File: src/rtl/des_key_sched_seq.sv
// Sequential DES key scheduler. It latches a key on start and emits one
// PC2 subkey per valid/ready handshake, in encrypt or decrypt order.
module des_key_sched_seq #(
  parameter int unsigned ROUNDS       = 16,
  parameter logic [15:0] SHIFT_MAP    = 16'h7EFC,
  parameter bit          PARITY_CHECK = 1'b1,
  parameter int unsigned RW           = 5
) (
  input  logic          clk,
  input  logic          rst_n,
  input  logic          start,
  input  logic          decrypt,
  input  logic [63:0]   key_in,
  output logic [47:0]   subkey,
  output logic [RW-1:0] subkey_round,
  output logic          subkey_valid,
  input  logic          subkey_ready,
  output logic          busy,
  output logic          done,
  output logic          parity_err
);

  localparam int unsigned KW  = 64;
  localparam int unsigned PW  = 56;
  localparam int unsigned CW  = 28;
  localparam int unsigned SKW = 48;
  localparam logic [31:0] MAP_EXT = 32'(SHIFT_MAP);

  // DES permuted-choice tables, 1-based source bit numbers, MSB first
  localparam int unsigned PC1_TAB [PW] = '{
    57, 49, 41, 33, 25, 17,  9,  1, 58, 50, 42, 34, 26, 18,
    10,  2, 59, 51, 43, 35, 27, 19, 11,  3, 60, 52, 44, 36,
    63, 55, 47, 39, 31, 23, 15,  7, 62, 54, 46, 38, 30, 22,
    14,  6, 61, 53, 45, 37, 29, 21, 13,  5, 28, 20, 12,  4};
  localparam int unsigned PC2_TAB [SKW] = '{
    14, 17, 11, 24,  1,  5,  3, 28, 15,  6, 21, 10,
    23, 19, 12,  4, 26,  8, 16,  7, 27, 20, 13,  2,
    41, 52, 31, 37, 47, 55, 30, 40, 51, 45, 33, 48,
    44, 49, 39, 56, 34, 53, 46, 42, 50, 36, 29, 32};

  typedef enum logic [1:0] {IDLE, RUN, DONE} state_t;

  function automatic logic [PW-1:0] pc1(input logic [KW-1:0] k);
    logic [PW-1:0] p;
    p = '0;
    for (int i = 0; i < int'(PW); i++)
      p[6'(PW - 1 - i)] = k[6'(KW - PC1_TAB[i])];
    return p;
  endfunction

  function automatic logic [SKW-1:0] pc2(input logic [PW-1:0] cd);
    logic [SKW-1:0] s;
    s = '0;
    for (int i = 0; i < int'(SKW); i++)
      s[6'(SKW - 1 - i)] = cd[6'(PW - PC2_TAB[i])];
    return s;
  endfunction

  function automatic logic [CW-1:0] rotl(input logic [CW-1:0] x, input logic two);
    return two ? {x[CW-3:0], x[CW-1:CW-2]} : {x[CW-2:0], x[CW-1]};
  endfunction

  function automatic logic [CW-1:0] rotr(input logic [CW-1:0] x, input logic two);
    return two ? {x[1:0], x[CW-1:2]} : {x[0], x[CW-1:1]};
  endfunction

  // Odd parity expected on every key byte
  function automatic logic key_par_err(input logic [KW-1:0] k);
    logic err;
    err = 1'b0;
    for (int b = 0; b < 8; b++)
      err = err | ~(^k[8*b +: 8]);
    return err;
  endfunction

  state_t          state_q, state_d;
  logic [CW-1:0]   c_q, c_d, d_q, d_d;
  logic            dec_q, dec_d;
  logic [RW-1:0]   round_q, round_d;
  logic [SKW-1:0]  subkey_q, subkey_d;
  logic            valid_q, valid_d;
  logic            busy_q, busy_d;
  logic            done_q, done_d;
  logic            perr_q, perr_d;

  logic [PW-1:0]   pc_c;
  logic            par_err_c;
  logic            enc_two, dec_two;

  assign pc_c      = pc1(key_in);
  assign par_err_c = key_par_err(key_in);
  // Shift for the next round: encrypt walks forward, decrypt undoes backwards
  assign enc_two   = MAP_EXT[5'(round_q)];
  assign dec_two   = MAP_EXT[5'(RW'(ROUNDS) - round_q)];

  always_comb begin
    state_d  = state_q;
    c_d      = c_q;
    d_d      = d_q;
    dec_d    = dec_q;
    round_d  = round_q;
    subkey_d = subkey_q;
    valid_d  = valid_q;
    busy_d   = busy_q;
    done_d   = 1'b0;
    perr_d   = perr_q;
    case (state_q)
      IDLE: begin
        if (start) begin
          // Decrypt starts from C0/D0, which equals C16/D16 after a full 28-bit rotation
          if (decrypt) begin
            c_d = pc_c[PW-1:CW];
            d_d = pc_c[CW-1:0];
          end else begin
            c_d = rotl(pc_c[PW-1:CW], SHIFT_MAP[0]);
            d_d = rotl(pc_c[CW-1:0], SHIFT_MAP[0]);
          end
          dec_d    = decrypt;
          round_d  = RW'(1);
          valid_d  = 1'b1;
          busy_d   = 1'b1;
          perr_d   = PARITY_CHECK & par_err_c;
          subkey_d = pc2({c_d, d_d});
          state_d  = RUN;
        end
      end
      RUN: begin
        if (valid_q && subkey_ready) begin
          if (round_q == RW'(ROUNDS)) begin
            valid_d = 1'b0;
            busy_d  = 1'b0;
            done_d  = 1'b1;
            state_d = DONE;
          end else begin
            if (dec_q) begin
              c_d = rotr(c_q, dec_two);
              d_d = rotr(d_q, dec_two);
            end else begin
              c_d = rotl(c_q, enc_two);
              d_d = rotl(d_q, enc_two);
            end
            round_d  = round_q + RW'(1);
            subkey_d = pc2({c_d, d_d});
          end
        end
      end
      DONE:    state_d = IDLE;
      default: state_d = IDLE;
    endcase
  end

  always_ff @(posedge clk or negedge rst_n) begin
    if (!rst_n) begin
      state_q  <= IDLE;
      c_q      <= '0;
      d_q      <= '0;
      dec_q    <= 1'b0;
      round_q  <= '0;
      subkey_q <= '0;
      valid_q  <= 1'b0;
      busy_q   <= 1'b0;
      done_q   <= 1'b0;
      perr_q   <= 1'b0;
    end else begin
      state_q  <= state_d;
      c_q      <= c_d;
      d_q      <= d_d;
      dec_q    <= dec_d;
      round_q  <= round_d;
      subkey_q <= subkey_d;
      valid_q  <= valid_d;
      busy_q   <= busy_d;
      done_q   <= done_d;
      perr_q   <= perr_d;
    end
  end

  assign subkey       = subkey_q;
  assign subkey_round = round_q;
  assign subkey_valid = valid_q;
  assign busy         = busy_q;
  assign done         = done_q;
  assign parity_err   = perr_q;

endmodule

File: config.mk
export PLATFORM = sky130hd
export DESIGN_NAME = des_key_sched_seq
export DESIGN_NICKNAME = d
export VERILOG_FILES = /design/src/rtl/des_key_sched_seq.sv
export SDC_FILE = /design/constraint.sdc
export NUM_CORES = 1
export LEC_CHECK = 0
export ABC_AREA = 1
export ABC_CLOCK_PERIOD_IN_PS = 4770
export CAP_MARGIN = 5
export CORE_MARGIN = 2
export CORE_UTILIZATION = 45
export CTS_BUF_LIST = sky130_fd_sc_hd__clkbuf_8
export DETAILED_ROUTE_END_ITERATION = 7
export DONT_BUFFER_PORTS = 1
export GPL_TIMING_DRIVEN = 0
export PLACE_DENSITY_LB_ADDON = 0.12
export SKIP_LAST_GASP = 1
export SYNTH_ARGS = -nofsm -noshare
export SYNTH_HDL_FRONTEND = slang
export SYNTH_SLANG_ARGS = --single-unit
File: constraint.sdc
create_clock -name clk -period 4.77 [get_ports clk]
set_clock_uncertainty 0.15 [all_clocks]
set_input_delay 0.954 -clock clk [delete_from_list [all_inputs] [get_ports clk]]
set_output_delay 0.954 -clock clk [all_outputs]
set_load 0.1 [all_outputs]
==> metrics.txt, run 1 <==
Post-Synthesis Cells=1462; M1 GR Usage=38.5%; Synth area leaders=nand2_1 (29%), dfrtp_1 (21%), nand3_1 (15%); number of global-route vias before repair=7794; Rel. slew slack=25.8%; Inst Count DP=1687; Layout fillers=~2000; endpoints failing hold=0; Max clock buf depth=2; Avg Cell Area, Syn=5.43 sq um; Yosys Warn Count=0; total gr overflow=0; Critical Path, Cell by Cell=inv_1 -> ha_1 -> nand2_1 -> nor2_1 -> ha_1 -> inv_1 -> clkbuf_1 -> clkbuf_1 -> nand3_1 -> nand3_1 -> nand2_1 -> nand2_1 -> nand2_1; biggest cell delay along the critical path=980 ps; # resized after CTS=0; Core ar.=17300 sq um; Critical Path AT=3930 ps; count leader, synth=nand2_1; via count=8826; CP Capture Type=flop; Final Max Tran Viols=0; drt first pass iters=8; wire length of the first global-routing pass=40.8 mm; most used routing layer=met2; Tcrit/Tclk final=79.7%; Crit path top cell by count=nand2_1; Mapped Nets=1534; post-detailed-routing wire length=between 20 and 30 mm; CP Launch Type=flop; area of the multi-input gates=4680 sq um; Storage cell area=1680 sq um; Max Fclk=263 MHz; Crit Path Category=reg -> reg; 1st-iter DRT viols=roughly 840; Hold Path Class=in -> async; antenna-violating nets left=0; endpoints failing setup=0; gpl congestion=0.967; Die Y=137 microns; Slowest cell on crit path=dfrtp_1; Die ar.=18700 sq um; Max-cap violations=0; total CTS buffers=9; status=completed; initial antenna violation count=1; Non-Filler Instances=1704; Top Family by Delay on Critical Path=buffers and inverters; Post-DP Area=8220 sq um; maximum fanout along the worst path=10; met2 Use GR=41.1%; I/O Buffers=0; shortest period the worst path allows=3800 ps; Yosys reg bits=67; Post-Syn Area=7940 sq um; DP Wirelength=20.1 mm; CTS tree=yes; IO Pins=126; met3 usage in global routing=9.85%; Buf+Inv Stages, Crit Path=4; worst-skew pair later-pin latency=380 ps; Starting Density=45.9%; post-synth top area share=between 20 and 30%; CTS sink cnt=67; CTS H-Tree Depth=3; # rows=48; largest net degree at the start of global routing=68; GRT Total Usage=28.2%; # DRC=0; ys flop type=dfrtp_1; Synth async-reset ratio=100%; Clock Pin Slew Worst Setup and Hold Paths=90 ps; RSZ-0062 raised after global routing=false; EDFF count, synth=0; Distinct cells, synth=25; Vias/cell=5.18; Worst-Margin Slew=1110 ps; post-route cell area=~8400 sq um; post-CTS setup buffer count=0; TNS Setup=0 ps; Area growth, synth to finish=5.85%; WP data required=4890 ps; Yosys top cell by area=nand2_1; top cells by instance count after synthesis=nand2_1 (614), nand3_1 (237), inv_1 (176), nor2_1 (70), dfrtp_1 (67); die width=137 microns; share of cells above drive strength 1=just over 8%; fin nets=1545; Seq/Total Area, Yosys=21.1%; CTS root buf=clkbuf_8; routed len/inst=15.2 microns; Post-CTS Hold Buffers=0
-- final timing paths --
kind	slack, ps	start	cells past startpoint	end
max in group asynchronous	4240	rst_n	0	d_q[19]
worst min-delay path	100	rst_n	0	c_q[17]
worst max-delay path	970	subkey_round[0]	13	subkey[1]
min in group clk	330	d_q[2]	2	d_q[2]
worst min register to register	330	d_q[2]	2	d_q[2]
worst max register to register	970	subkey_round[0]	13	subkey[1]
-- logic make-up (layout without fill, tap and decap cells) --
kind of cell / Yosys count / in the layout / synth area share [%]
simple gates: 935 / 935 / 48.4
other cells: 0 / 1 / 0
fa+ha+maj: 3 / 3 / 0.473
xor+xnor: 29 / 29 / 3.20
buf+inv: 327 / 343 / 19.9
flops: 67 / 67 / 21.1
compound gates: 101 / 101 / 6.86
-- per-stage QoR --
stage / hold WS, ps / util (%) / setup slack [ps]
CTS: 87.2 / 48.5 / 991
global placement: 312 / 47.5 / 1060
global route: 83.7 / 48.5 / 661
detailed placement: 316 / 47.5 / 1020
floorplan: 299 / - / 1680
finish: 99.1 / 48.6 / 967
-- registers in the layout, indices dropped and copies added (netlist names) --
register,count
subkey_round,5
state_q,2
c_q,27
subkey,2
dec_q,1
d_q,27
busy,1
parity_err,1
done,1
-- routing by layer --
metal	wire length (microns)	share of wire, %	vias up
li1	-	-	4485
met1	11400	44	3880
met5	0	0	-
met4	775	3.0	0
met2	10800	42	404
met3	2920	11	57
-- worst register-to-register path, delay by kind of cell (launching register included) --
family / cells / cell delay [ps]
flops: 1 / 980
simple gates: 7 / 630
buf+inv: 4 / 1320
fa+ha+maj: 2 / 630
-- placed cells by master, fill, tap and decap left out --
cell / instances
clkbuf_8: 11
o21ai_2: 3
buf_4: 57
a21oi_1: 36
nand4_2: 1
clkinv_2: 2
nand2_2: 4
nor2_1: 70
nand3b_1: 1
a31oi_1: 22
o21ai_0: 40
nand2_1: 614
inv_2: 13
or2_1: 1
diode_2: 1
inv_1: 177
nand3_1: 237
buf_1: 1
nor2_2: 1
xor2_1: 12
nand2b_1: 2
buf_2: 8
nor3_1: 4
xnor2_1: 17
ha_1: 3
buf_6: 17
clkinvlp_4: 2
clkbuf_1: 55
dfrtp_1: 67
-- layout make-up --
type / instances / area share (%)
Multi-Input combinational cell: 1068 / 55.7
Sequential cell: 67 / 20.0
Buffer: 138 / 10.4
Inverter: 189 / 8.45
Tap cell: 225 / 3.35
Clock buffer: 11 / 1.80
Clock inverter: 5 / 0.343
Antenna cell: 1 / 0.0298
Power of run 1 is not shown: default switching activity piles up to over one toggle a cycle in this logic, so the estimate is an artifact.
==> run 2, diff against run 1 <==
- ABC_CLOCK_PERIOD_IN_PS: 4770 -> 3480
- clock period: 4.77 -> 3.48 ns (I/O delays scaled with it)
==> metrics.txt, run 2 (synthesis gave the netlist of run 1 again) <==
status=completed; 1st-iter DRT viols=871 (+3.4%); Rel. slew slack=25.8% (about the same); Critical Path AT=3380 ps (-550 ps); met3 usage in global routing=9.85% (unchanged); post-detailed-routing wire length=25.9 mm (-0.11%); WP data required=3650 ps (-1240 ps); total gr overflow=0 (unchanged); M1 GR Usage=38.3% (-0.14 points); I/O Buffers=0 (unchanged); Final Max Tran Viols=0 (unchanged); most frequent cells in the layout=nand2_1 (614), nand3_1 (237), inv_1 (177); CTS H-Tree Depth=3 (unchanged); Hold Path Class=in -> async; Die ar.=18700 sq um (unchanged); Area growth, synth to finish=6.31%; Worst-Margin Slew=1110 ps (+0.262 ps); Max-cap violations=0 (unchanged); reg2reg end=d_q[23]; most used routing layer=met2; gpl congestion=0.967 (unchanged); total CTS buffers=9 (unchanged); Starting Density=45.9% (unchanged); wire length of the first global-routing pass=40.8 mm (unchanged); CTS tree=yes; CTS sink cnt=67 (unchanged); Vias/cell=5.17 (-0.18%); GRT Total Usage=28.2% (unchanged); Die Y=137 microns (unchanged); Max Fclk=311 MHz (+18%); fin nets=1546 (+0.065%); Clock Pin Slew Worst Setup and Hold Paths=80 ps (about the same); fin util=48.8% (+0.21 points); routed len/inst=15.2 microns (-0.17%); Core ar.=17300 sq um (unchanged); shortest period the worst path allows=3210 ps (-592 ps); drt first pass iters=7 (-1); endpoints failing setup=0 (unchanged); reg2reg start=subkey_round[1]; share of cells above drive strength 1=8.45% (+0.40 points); die width=137 microns (unchanged); reg2reg setup slack=270 ps (-700 ps); met2 Use GR=41.2% (+0.17 points); commonest non-fill, non-tap cell in the layout=nand2_1; largest net degree at the start of global routing=68 (unchanged); # DRC=0 (unchanged); worst-skew pair later-pin latency=380 ps (about the same); Tcrit/Tclk final=92.3% (+13 points); endpoints failing hold=0 (unchanged); Crit Path Category=reg -> reg; via count=8815 (-0.12%); maximum fanout along the worst path=10 (unchanged); IO Pins=126 (unchanged); CTS root buf=clkbuf_8; Worst R2R Path Depth=11 (-2); initial antenna violation count=1 (unchanged); number of global-route vias before repair=7802 (+0.10%); CP Capture Type=flop; antenna-violating nets left=0 (unchanged); # rows=48 (unchanged); DP Wirelength=20.1 mm (unchanged); RSZ-0062 raised after global routing=false; CP Launch Type=flop; Max clock buf depth=2 (unchanged)
[run 2: cell types whose count changed in the layout (fill, tap and decap cells not counted)]
cell,before,now
dfrtp_2,0,2
dfrtp_1,67,64
buf_16,0,1
clkbuf_1,55,53
dfrtp_4,0,1
clkbuf_2,0,2
[run 2: per-layer routing]
| metal | vias up | part of all wire [%] |
|---|---|---|
| li1 | 4488 | - |
| met1 | 3880 | 44 |
| met2 | 389 | 42 |
| met3 | 58 | 11 |
| met4 | 0 | 3.1 |
| met5 | - | 0 |
[run 2: worst max path at each step]
stage,start,end,slack [ps],cells past startpoint
global placement,subkey_round[0],subkey[1],-230,13
CTS,subkey_round[2],d_q[25],10,12
detailed placement,subkey_round[0],d_q[25],-270,13
global route,subkey_round[1],d_q[25],100,11
finish,subkey_round[1],d_q[23],270,11
floorplan,subkey_round[0],c_q[20],390,13
[run 2: cell type report]
class                           instances  area, sq um
Clock inverter                          5         28.8
Fill cell                            1943         8860
Multi-Input combinational cell       1068         4680
Buffer                                138          872
Sequential cell                        67         1680
Antenna cell                            1         2.50
Timing Repair Buffer                    1         27.5
Tap cell                              225          282
Inverter                              189          709
Clock buffer                           11          151
[run 2: repair_timing]
item | 4_1_cts | 5_1_grt
hold buffers | 1 | 0
gates resized for setup | 2 | 6
setup buffers | 0 | 0
hold endpoints to repair | 67 | 0
setup endpoints to repair | 40 | 40
[run 2: worst max-delay path: stages, from the launching register on]
cell and delay [ps]:
dfrtp_2 740, inv_1 130, ha_1 240, nand2_1 120
nor2_1 60, ha_1 220, nand2_1 140, nand4_2 330
clkbuf_1 330, a31oi_1 510, nand2_1 120, nand2_1 70
[run 2: per-stage QoR]
| stage | cells | area [sq um] | TNS (ps) | worst slack (ps) | hold WS, ps |
|---|---|---|---|---|---|
| floorplan | 1462 | 7940 | 0 | 391 | 250 |
| global placement | 1687 | 8220 | -7170 | -233 | 252 |
| detailed placement | 1687 | 8220 | -9320 | -274 | 252 |
| finish | 1705 | 8440 | 0 | 269 | 31.0 |
| CTS | 1704 | 8430 | 0 | 13.2 | 37.1 |
| global route | 1704 | 8430 | 0 | 103 | 48.9 |
Power of run 2 is left out for the same reason.
==> run 3, diff against run 2 <==
- CORE_UTILIZATION: 45 -> 30
==> metrics.txt, run 3 (synthesis gave the netlist of run 1 again) <==
CTS root buf=clkbuf_8; number of global-route vias before repair=8196 (+5.0%); post-route cell area=8640 sq um (+2.4%); Die Y=167 microns (+22%); commonest non-fill, non-tap cell in the layout=nand2_1; endpoints failing hold=0 (unchanged); CTS tree=yes; largest net degree at the start of global routing=68 (unchanged); Crit path top cell by count=nand2_1; fin worst setup slack=264 ps (-4.58 ps); # rows=59 (+23%); Post-DP Area=8350 sq um (+1.7%); total CTS buffers=9 (unchanged); share of cells above drive strength 1=8.53% (+0.073 points); routed len/inst=16.1 microns (+6.2%); Critical Path AT=3380 ps (about the same); via count=8753 (-0.70%); Crit Path Category=reg -> reg; Final Max Tran Viols=0 (unchanged); CP Capture Type=flop; I/O Buffers=0 (unchanged); Critical Path, Cell by Cell=inv_1 -> ha_1 -> nand2_1 -> nor2_1 -> ha_1 -> nand2_1 -> nand4_2 -> clkbuf_1 -> a31oi_1 -> nand2_1 -> nand2_1; shortest period the worst path allows=3220 ps (+4.58 ps); Max-cap violations=0 (unchanged); status=completed; Layout fillers=3050 (+57%); Vias/cell=4.83 (-6.6%); CP Launch Type=flop; post-detailed-routing wire length=29.2 mm (+13%); Core ar.=26000 sq um (+50%); Hold WS=4.38 ps (-26.6 ps); gpl congestion=0.899 (-7.1%); maximum fanout along the worst path=10 (unchanged); 1st-iter DRT viols=616 (-29%); antenna fix cells=0 (-1); Worst-Margin Slew=1120 ps (+7.26 ps); biggest cell delay along the critical path=740 ps (about the same); initial antenna violation count=1 (unchanged); Die ar.=27800 sq um (+48%); CTS sink cnt=67 (unchanged); wire length of the first global-routing pass=46.3 mm (+14%); worst-skew pair later-pin latency=370 ps (about the same); Area growth, synth to finish=8.83%; fin nets=1545 (-0.065%); Max Fclk=311 MHz (-0.14%); Rel. slew slack=25.3% (-0.48 points); RSZ-0062 raised after global routing=false; Place WS=-283 ps (-9.05 ps); Slowest cell on crit path=dfrtp_2; most frequent cells in the layout=nand2_1 (614), nand3_1 (237), inv_1 (176); Starting Density=30.5% (-15 points); antenna-violating nets left=0 (unchanged); WP data required=3640 ps (about the same); Tcrit/Tclk final=92.4% (+0.13 points); # DRC=0 (unchanged); die width=167 microns (+22%); Top Family by Delay on Critical Path=simple AND/OR/NAND/NOR gates; Buf+Inv Stages, Crit Path=2 (unchanged); IO Pins=126 (unchanged); Max clock buf depth=2 (unchanged); drt first pass iters=5 (-2); Hold Path Class=in -> async; Clock Pin Slew Worst Setup and Hold Paths=90 ps (about the same); endpoints failing setup=0 (unchanged); DP Wirelength=23.0 mm (+14%); CTS H-Tree Depth=3 (unchanged); GRT Total Usage=21.0% (-7.2 points); total gr overflow=0 (unchanged)
[run 3: cell count changes in the layout (fill, tap and decap cells not counted)]
cell	before	now
inv_1	177	176
bufinv_16	0	3
clkbuf_1	53	52
diode_2	1	0
clkinv_2	2	1
clkbuf_8	11	10
clkinvlp_4	2	1
inv_6	0	1
[run 3: worst register-to-register path, cell delays in order, from the launching register on]
cell	delay [ps]
dfrtp_2	740
inv_1	120
ha_1	230
nand2_1	110
nor2_1	50
ha_1	220
nand2_1	150
nand4_2	350
clkbuf_1	340
a31oi_1	450
nand2_1	160
nand2_1	80
[run 3: timing repair]
| item | 4_1_cts | 5_1_grt |
|---|---|---|
| resized for setup | 3 | 5 |
| setup endpoints to repair | 41 | 40 |
| hold buffers | 1 | 0 |
| endpoints found under the hold margin | 67 | 0 |
| buffers inserted | 0 | 0 |
[run 3: path summary, 6_finish.rpt]
| check | startpoint | end | slack [ps] | cells after the start |
|---|---|---|---|---|
| setup reg to reg | subkey_round[1] | d_q[25] | 260 | 11 |
| hold reg to reg | c_q[10] | c_q[10] | 330 | 2 |
| min in group clk | c_q[10] | c_q[10] | 330 | 2 |
| hold / removal | rst_n | c_q[20] | 4 | 1 |
| setup / recovery | subkey_round[1] | d_q[25] | 260 | 11 |
| max in group asynchronous | rst_n | d_q[21] | 2780 | 1 |
[run 3: final cells by class]
class                           instances  area, sq um  area share (%)
Clock inverter                          6          111            1.29
Clock buffer                           10          138            1.59
Sequential cell                        67         1680            19.5
Multi-Input combinational cell       1068         4680            54.2
Tap cell                              335          419            4.85
Timing Repair Buffer                    1         27.5           0.319
Buffer                                137          868            10.1
Inverter                              189          709            8.22
[run 3: stage by stage]
step                setup TNS [ps]  utilization (%)  instances
floorplan                        0                -       1462
global placement             -9710             32.2       1797
detailed placement           -9490             32.2       1797
CTS                              0             33.2       1814
global route                     0             33.2       1813
finish                           0             33.2       1813
[run 3: per-layer routing]
layer  part of all wire (%)  track usage, %  vias to the layer above
met1                     48            29.4                     3993
met2                     44            32.8                      242
met4                    1.9            5.28                        2
met5                  0.044               0                        -
met3                    6.5            4.47                       36
li1                       -               -                     4480
Power of run 3 is left out for the same reason.
